<file path="config.mk">
export PLATFORM = sky130hd
export DESIGN_NAME = skew_addr_gen
export DESIGN_NICKNAME = d
export VERILOG_FILES = /design/src/rtl/tpu_addr_pkg.sv /design/src/rtl/skew_win.sv /design/src/rtl/skew_addr_gen.sv
export SDC_FILE = /design/constraint.sdc
export NUM_CORES = 1
export LEC_CHECK = 0
export ABC_AREA = 0
export CORE_MARGIN = 3
export CORE_UTILIZATION = 55
export CTS_BUF_LIST = sky130_fd_sc_hd__clkbuf_2
export DETAILED_ROUTE_END_ITERATION = 10
export PLACE_DENSITY = 0.88
export SYNTH_ARGS = -nofsm -noshare
export SYNTH_HDL_FRONTEND = slang
export SYNTH_SLANG_ARGS = --single-unit
</file>
<file path="constraint.sdc">
create_clock -name clk -period 4.1 [get_ports clk]
set_input_delay 0.82 -clock clk [delete_from_list [all_inputs] [get_ports clk]]
set_output_delay 0.82 -clock clk [all_outputs]
set_load 0.02 [all_outputs]
</file>
<file path="src/rtl/tpu_addr_pkg.sv">
// Shared types and parameter derivations for the skewed SRAM read-address generator.
package tpu_addr_pkg;

  typedef enum logic {
    IDLE = 1'b0,
    RUN  = 1'b1
  } state_t;

  localparam int unsigned IDLE_ADDR_DEF = 127;

  function automatic int unsigned calc_last(input int unsigned num_grp,
                                            input int unsigned grp_skew,
                                            input int unsigned run_len);
    return (num_grp - 1) * grp_skew + run_len - 1;
  endfunction

  function automatic int unsigned calc_cnt_w(input int unsigned num_grp,
                                             input int unsigned grp_skew,
                                             input int unsigned run_len);
    int unsigned w;
    w = $clog2(calc_last(num_grp, grp_skew, run_len) + 1);
    return (w < 1) ? 1 : w;
  endfunction

endpackage

</file>
<file path="src/rtl/skew_win.sv">
// Per-group window decode: checks whether the serial count falls in this group's window
// and forms the base+offset addresses for weight and data sharing one compare.
module skew_win
  import tpu_addr_pkg::*;
#(
  parameter int unsigned GRP_IDX  = 0,
  parameter int unsigned GRP_SKEW = 4,
  parameter int unsigned RUN_LEN  = 99,
  parameter int unsigned ADDR_W   = 10,
  parameter int unsigned CNT_W    = 7
) (
  input  logic [CNT_W-1:0]  cnt,
  input  logic [ADDR_W-1:0] base_w,
  input  logic [ADDR_W-1:0] base_d,
  output logic [ADDR_W-1:0] addr_w,
  output logic [ADDR_W-1:0] addr_d,
  output logic              in_win
);

  localparam logic [CNT_W:0]   LO   = (CNT_W+1)'(GRP_IDX * GRP_SKEW);
  localparam logic [CNT_W-1:0] SPAN = CNT_W'(RUN_LEN - 1);

  logic [CNT_W:0]   diff;
  logic [CNT_W-1:0] off;
  logic [ADDR_W-1:0] off_a;

  // The extra borrow bit flags cnt below the window start without a constant compare.
  assign diff   = {1'b0, cnt} - LO;
  assign off    = diff[CNT_W-1:0];
  assign in_win = ~diff[CNT_W] && (off <= SPAN);
  assign off_a  = ADDR_W'(off);
  assign addr_w = base_w + off_a;
  assign addr_d = base_d + off_a;

endmodule

</file>
<file path="src/rtl/skew_addr_gen.sv">
// Skewed weight/data SRAM read-address generator: start/busy/done run control, stallable
// serial counter, per-group windows and registered address outputs.
module skew_addr_gen
  import tpu_addr_pkg::*;
#(
  parameter int unsigned NUM_GRP   = 8,
  parameter int unsigned GRP_SKEW  = 4,
  parameter int unsigned RUN_LEN   = 99,
  parameter int unsigned ADDR_W    = 10,
  parameter int unsigned IDLE_ADDR = IDLE_ADDR_DEF
) (
  input  logic                      clk,
  input  logic                      srstn,
  input  logic                      start,
  input  logic                      stall,
  input  logic [ADDR_W-1:0]         base_w,
  input  logic [ADDR_W-1:0]         base_d,
  output logic                      busy,
  output logic                      done,
  output logic [NUM_GRP-1:0]        grp_vld,
  output logic [NUM_GRP*ADDR_W-1:0] sram_raddr_w,
  output logic [NUM_GRP*ADDR_W-1:0] sram_raddr_d
);

  localparam int unsigned       CNT_W  = calc_cnt_w(NUM_GRP, GRP_SKEW, RUN_LEN);
  localparam int unsigned       LAST_I = calc_last(NUM_GRP, GRP_SKEW, RUN_LEN);
  localparam logic [CNT_W-1:0]  LAST   = CNT_W'(LAST_I);
  localparam logic [ADDR_W-1:0] IDLE_A = ADDR_W'(IDLE_ADDR);

  state_t            state, state_nx;
  logic [CNT_W-1:0]  cnt, cnt_nx;
  logic [ADDR_W-1:0] base_w_q, base_d_q;
  logic              load_base;
  logic              done_nx;

  logic [ADDR_W-1:0]         win_w [NUM_GRP];
  logic [ADDR_W-1:0]         win_d [NUM_GRP];
  logic [NUM_GRP-1:0]        win_in;
  logic [NUM_GRP-1:0]        vld_nx;
  logic [NUM_GRP*ADDR_W-1:0] aw_nx, ad_nx;

  always_comb begin
    state_nx  = state;
    cnt_nx    = cnt;
    load_base = 1'b0;
    done_nx   = 1'b0;
    unique case (state)
      IDLE: begin
        if (start) begin
          state_nx  = RUN;
          cnt_nx    = '0;
          load_base = 1'b1;
        end
      end
      RUN: begin
        if (!stall) begin
          if (cnt == LAST) begin
            state_nx = IDLE;
            cnt_nx   = '0;
            done_nx  = 1'b1;
          end else begin
            cnt_nx = cnt + 1'b1;
          end
        end
      end
      default: state_nx = IDLE;
    endcase
  end

  always_ff @(posedge clk or negedge srstn) begin
    if (!srstn) begin
      state    <= IDLE;
      cnt      <= '0;
      base_w_q <= '0;
      base_d_q <= '0;
    end else begin
      state <= state_nx;
      cnt   <= cnt_nx;
      if (load_base) begin
        base_w_q <= base_w;
        base_d_q <= base_d;
      end
    end
  end

  for (genvar g = 0; g < NUM_GRP; g++) begin : g_grp
    skew_win #(
      .GRP_IDX (g),
      .GRP_SKEW(GRP_SKEW),
      .RUN_LEN (RUN_LEN),
      .ADDR_W  (ADDR_W),
      .CNT_W   (CNT_W)
    ) u_win (
      .cnt   (cnt),
      .base_w(base_w_q),
      .base_d(base_d_q),
      .addr_w(win_w[g]),
      .addr_d(win_d[g]),
      .in_win(win_in[g])
    );
  end

  always_comb begin
    vld_nx = '0;
    aw_nx  = {NUM_GRP{IDLE_A}};
    ad_nx  = {NUM_GRP{IDLE_A}};
    if (state == RUN) begin
      for (int unsigned g = 0; g < NUM_GRP; g++) begin
        if (win_in[g]) begin
          vld_nx[g]                = 1'b1;
          aw_nx[g*ADDR_W +: ADDR_W] = win_w[g];
          ad_nx[g*ADDR_W +: ADDR_W] = win_d[g];
        end
      end
    end
  end

  always_ff @(posedge clk or negedge srstn) begin
    if (!srstn) begin
      grp_vld      <= '0;
      sram_raddr_w <= {NUM_GRP{IDLE_A}};
      sram_raddr_d <= {NUM_GRP{IDLE_A}};
      done         <= 1'b0;
    end else begin
      grp_vld      <= vld_nx;
      sram_raddr_w <= aw_nx;
      sram_raddr_d <= ad_nx;
      done         <= done_nx;
    end
  end

  assign busy = (state == RUN);

endmodule

</file>
After elaboration in Yosys (flattened, before gate mapping)
Index checks and enable logic that the tools add are counted.
Word-level totals
  output and inout bits: 170
  input bits: 24
  register bits after elaboration: 197
  bits in read-only memories: 0
  bits in latches: 0
  memory bits (writable): 0
  memories: 0
Operators by class
  order comparisons: 8
  equality and inequality tests: 3
  mux-type cells: 39
  reduce and logical (&&, ||, !) cells: 8
  shift operators: 0
  $add $sub $neg: 24
  bitwise operators: 8
  div/mod/pow operators: 0
  multiply operators: 0
Operators by type and width (number)
  $add 10x7->10: 16
  $mux 10: 16
  $mux 80: 2
  $le 7x7->1 const B: 8
  $sub 7x5->8 const B: 4
  $mux 7: 3
  $sub 7x4->8 const B: 2
  $mux 1: 15
  $pmux 7 s2: 1
  $mux 8: 1
  $not 1->1: 8
  $sub 7x3->8 const B: 1
  $add 7x1->7 const B: 1
  $eq 7x7->1 const B: 1
  $logic_and 1x1->1: 7
  $ne 2x2->1 const B: 2
  $pmux 1 s2: 1
  $reduce_and 2->1: 1

Logic depth before layout (Yosys ltp)
  depth in word-level cells: 5
  gate-level depth with buffers: 13

Hierarchy
Synthesis repeated with hierarchy kept, for this count alone.
Second synthesis, totals
  cell total of the unflattened synthesis: 1340
  area total of the unflattened synthesis: 13281.5 um2
Modules (own cells, without submodules)
  skew_addr_gen: instances 1, area each 6693.9 um2, seq. area each 5069.9 um2, cells each 492
  skew_win at g_grp[5].u_win: instances 1, area each 873.3 um2, seq. area each 0.0 um2, cells each 108
  skew_win at g_grp[4].u_win: instances 1, area each 848.3 um2, seq. area each 0.0 um2, cells each 114
  skew_win at g_grp[3].u_win: instances 1, area each 847.1 um2, seq. area each 0.0 um2, cells each 110
  skew_win at g_grp[1].u_win: instances 1, area each 832.0 um2, seq. area each 0.0 um2, cells each 106
  skew_win at g_grp[2].u_win: instances 1, area each 814.5 um2, seq. area each 0.0 um2, cells each 105
  skew_win at g_grp[6].u_win: instances 1, area each 814.5 um2, seq. area each 0.0 um2, cells each 100
  skew_win at g_grp[7].u_win: instances 1, area each 802.0 um2, seq. area each 0.0 um2, cells each 102
  skew_win at g_grp[0].u_win: instances 1, area each 755.7 um2, seq. area each 0.0 um2, cells each 103

Worst setup path after synthesis
Ideal clock, no wire load.
  kind: register -> register
  start: reg cnt[4]
  end: reg sram_raddr_d[38]
  slack: 1274 ps
  arrival: 2742 ps
  cell stages (with the launch flop): 13
  setup time: 84 ps
  cell sequence: dfrtp_1 inv_1 ha_1 and2_1 nor2_1 xnor2_1 inv_1 ha_1 nand3_1 o2111ai_1 a21oi_1 or3_1 a21boi_0
On the way
  word-level cells in the longest chain between the ends: 5
RTL lines
  start: declaration: RTL line skew_addr_gen.sv:31  | logic [CNT_W-1:0] cnt, cnt_nx;
  start signal: assignment: RTL line skew_addr_gen.sv:78  | cnt <= cnt_nx;
  $sub 7x4->8 *: RTL line skew_win.sv:28  | assign diff = {1'b0, cnt} - LO;
  branches (longest 2 deep; another with $add 10x7->10)
  $mux 10 *: RTL line skew_addr_gen.sv:109  | if (win_in[g]) begin
  $mux 80 *: RTL line skew_addr_gen.sv:107  | if (state == RUN) begin
  named net ad_nx[38]: RTL line skew_addr_gen.sv:40  | logic [NUM_GRP*ADDR_W-1:0] aw_nx, ad_nx;
  end signal: assignment: RTL line skew_addr_gen.sv:122  | sram_raddr_d <= {NUM_GRP{IDLE_A}};
  end signal: assignment: RTL line skew_addr_gen.sv:127  | sram_raddr_d <= ad_nx;
  end: declaration: RTL line skew_addr_gen.sv:22  | output logic [NUM_GRP*ADDR_W-1:0] sram_raddr_d
Mark *: on every way through the listed nets, which the timed path passes.
A chain may end at the register's enable or synchronous reset.

Final worst setup path
Same ends and word-level chain as after synthesis.

==> qor.yml <==
skew_ps: 38.1
post_cts_buffers: 0
power.total_mw: 7.04
clock-root-buffer: "clkbuf_2"
tns_ps: 0
met2_usage: 0.450
wl_um: 29500
ys.flop_type: "dfstp_2"
clock_sinks: 197
grt_pass1_wl_um: 46300
place_congestion: 0.973
ys_seq_area_frac: 0.473
slew_violations: 0
dp_cells: 1463
gr-usage-met3: 0.0492
clkTransAtPathRegs_ps: 260
dp_hpwl_um: 21700
syn_nets: 1150
via_per_inst: 5.89
yosysWarnings: 0
drt_first_pass_iters: 6
vias: 8805
cts_buffers: 17
timing.final.ws_setup_ps: 661
status: "finished, final reports clean"
cts_tree: "yes"
p_per_area_nw_per_um2: 540
async_flop_share: 1.00
grt_pass1_vias: 8493
period_needed_ps: 3440
synthTopCellsByArea: "dfstp_2 (27%), dfrtp_1 (20%), ha_1 (9.8%), xnor2_1 (4.2%), nand2_1 (3.8%)"
final_cell_mix: "clkdlybuf4s50_1 (192), dfstp_2 (112), nand2_1 (108)"
crit_type: "reg -> reg"
synth_cells: 1040
synth.distinct_cells: 65
die_w_um: 146
netlist.area_leader.share: 0.275
busiest_layer: "met2"
synth_area_sq_um: 10700
start_util: 0.567
cp-end-kind: "flop"
postSynthAreaPerCell_sq_um: 10.3
fin_cells: 1495
grt_overflow_total: 0
relSlewSlack: 0.372
drcViolationCount: 0
antenna_found_initial: 1
r2r_slack_ps: 660
synth_seq_cells: 197
grtUsageTotal: 0.274
area_growth_pct: 21.7
rsz0062_at_grt: "no"
htree_levels: 4
finalCritPeriodShare: 0.839
synth_edf_count: 0
final_core_util: 0.690
mostFrequentLayoutCell: "clkdlybuf4s50_1"
finalNetCount: 1332
worst-path-max-fanout: 13
clock_path_buffers: 2
clock_latency_ps: 800
dieArea_sq_um: 21200
final-hold-violation-count: 0
grtUsageMet1: 0.373
setup_viol: 0
dp_slack_ps: 779
cp.required_ps: 4820
rows: 50
p_leak_nw: 5.34
wl_per_cell_um: 19.7
port-buffer-count: 193
grt_start_max_net_pins: 86
hold_buffers: 0
ant_nets: 0
drt-initial-drc-count: 1023
worstSetupStartpointType: "flop"
cts_resized: 0
layout-drive-gt1-share: 0.153
die_y_um: 146
drv_cap: 0
arrival_ps: 4160
tightestPinTransition_ps: 938
core-area_sq_um: 18900
yosysTopAreaCell: "dfstp_2"
max_freq_mhz: 291
vdd_drop_max_mv: 0.332
min_path_type: "in -> async"
io-pin-count: 194
state kept, by name, indices dropped and copies added (netlist names):
register	flops
base_w_q	10
busy	1
sram_raddr_w	80
grp_vld	8
base_d_q	10
done	1
cnt	7
sram_raddr_d	80
cells in the mapped netlist (20+ instances only):
| master | instances |
|---|---|
| mux2_2 | 20 |
| inv_1 | 35 |
| xor2_1 | 44 |
| ha_1 | 84 |
| nand2_1 | 108 |
| nand3_1 | 39 |
| dfrtp_1 | 85 |
| o21ai_0 | 67 |
| xnor2_1 | 52 |
| nor2_1 | 59 |
| nand2b_1 | 37 |
| a21oi_1 | 63 |
| dfstp_2 | 112 |
report_power, final:
group | internal (mW) | leakage, nW | switching [mW]
clock | 0.166 | 0.116 | 0.663
combinational | 1.48 | 2.92 | 2.27
sequential | 2.26 | 2.31 | 0.195
path summary, 6_finish.rpt:
kind / cells after the start / endpoint / startpoint
setup / recovery: 12 / sram_raddr_d[38] / cnt[4]
hold / removal: 1 / sram_raddr_d[49] / srstn
setup reg to reg: 12 / sram_raddr_d[38] / cnt[4]
hold reg to reg: 1 / base_d_q[0] / base_d_q[0]
max in group asynchronous: 2 / cnt[3] / srstn
min in group clk: 1 / base_d_q[0] / base_d_q[0]
kinds of logic (layout without fill, tap and decap cells):
family	Yosys count	count (layout)	synth area share
fa+ha+maj	86	86	0.102
flops	197	197	0.473
xor+xnor	97	97	0.0800
other cells	0	1	0
buf+inv	77	271	0.0328
compound gates	241	241	0.146
simple gates	322	322	0.145
mux	20	20	0.0210
cell type report:
class | instances | area (sq um)
Fill cell | 1444 | 5850
Inverter | 38 | 145
Antenna cell | 1 | 2.50
Sequential cell | 197 | 5070
Tap cell | 260 | 325
Multi-Input combinational cell | 766 | 5310
Clock buffer | 22 | 110
Clock inverter | 9 | 58.8
Timing Repair Buffer | 202 | 2020
per-stage QoR:
step | hold WS [ps] | cell area, sq um
after floorplan | 485 | 10700
after global placement | 495 | 12900
after detailed placement | 510 | 12900
after CTS | 10.3 | 13000
after global routing | 14.9 | 13000
final | 29.2 | 13000
worst max-delay path, stage by stage (launching register included):
cell       delay (ps)
dfrtp_1           770
inv_1             350
ha_1              300
and2_1            180
nor2_1            110
xnor2_1           160
inv_1             110
ha_1              380
nand3_1           110
o2111ai_1         290
a21oi_1           130
or3_1             300
a21boi_0          190
layer usage:
layer / part of all wire / wire length (um) / up-vias
met5: 0 / 0 / -
met1: 0.42 / 12400 / 4293
met3: 0.083 / 2440 / 63
met4: 0.025 / 732 / 0
li1: - / - / 3977
met2: 0.47 / 13900 / 472
No activity file was read; power rests on OpenSTA's default activity.
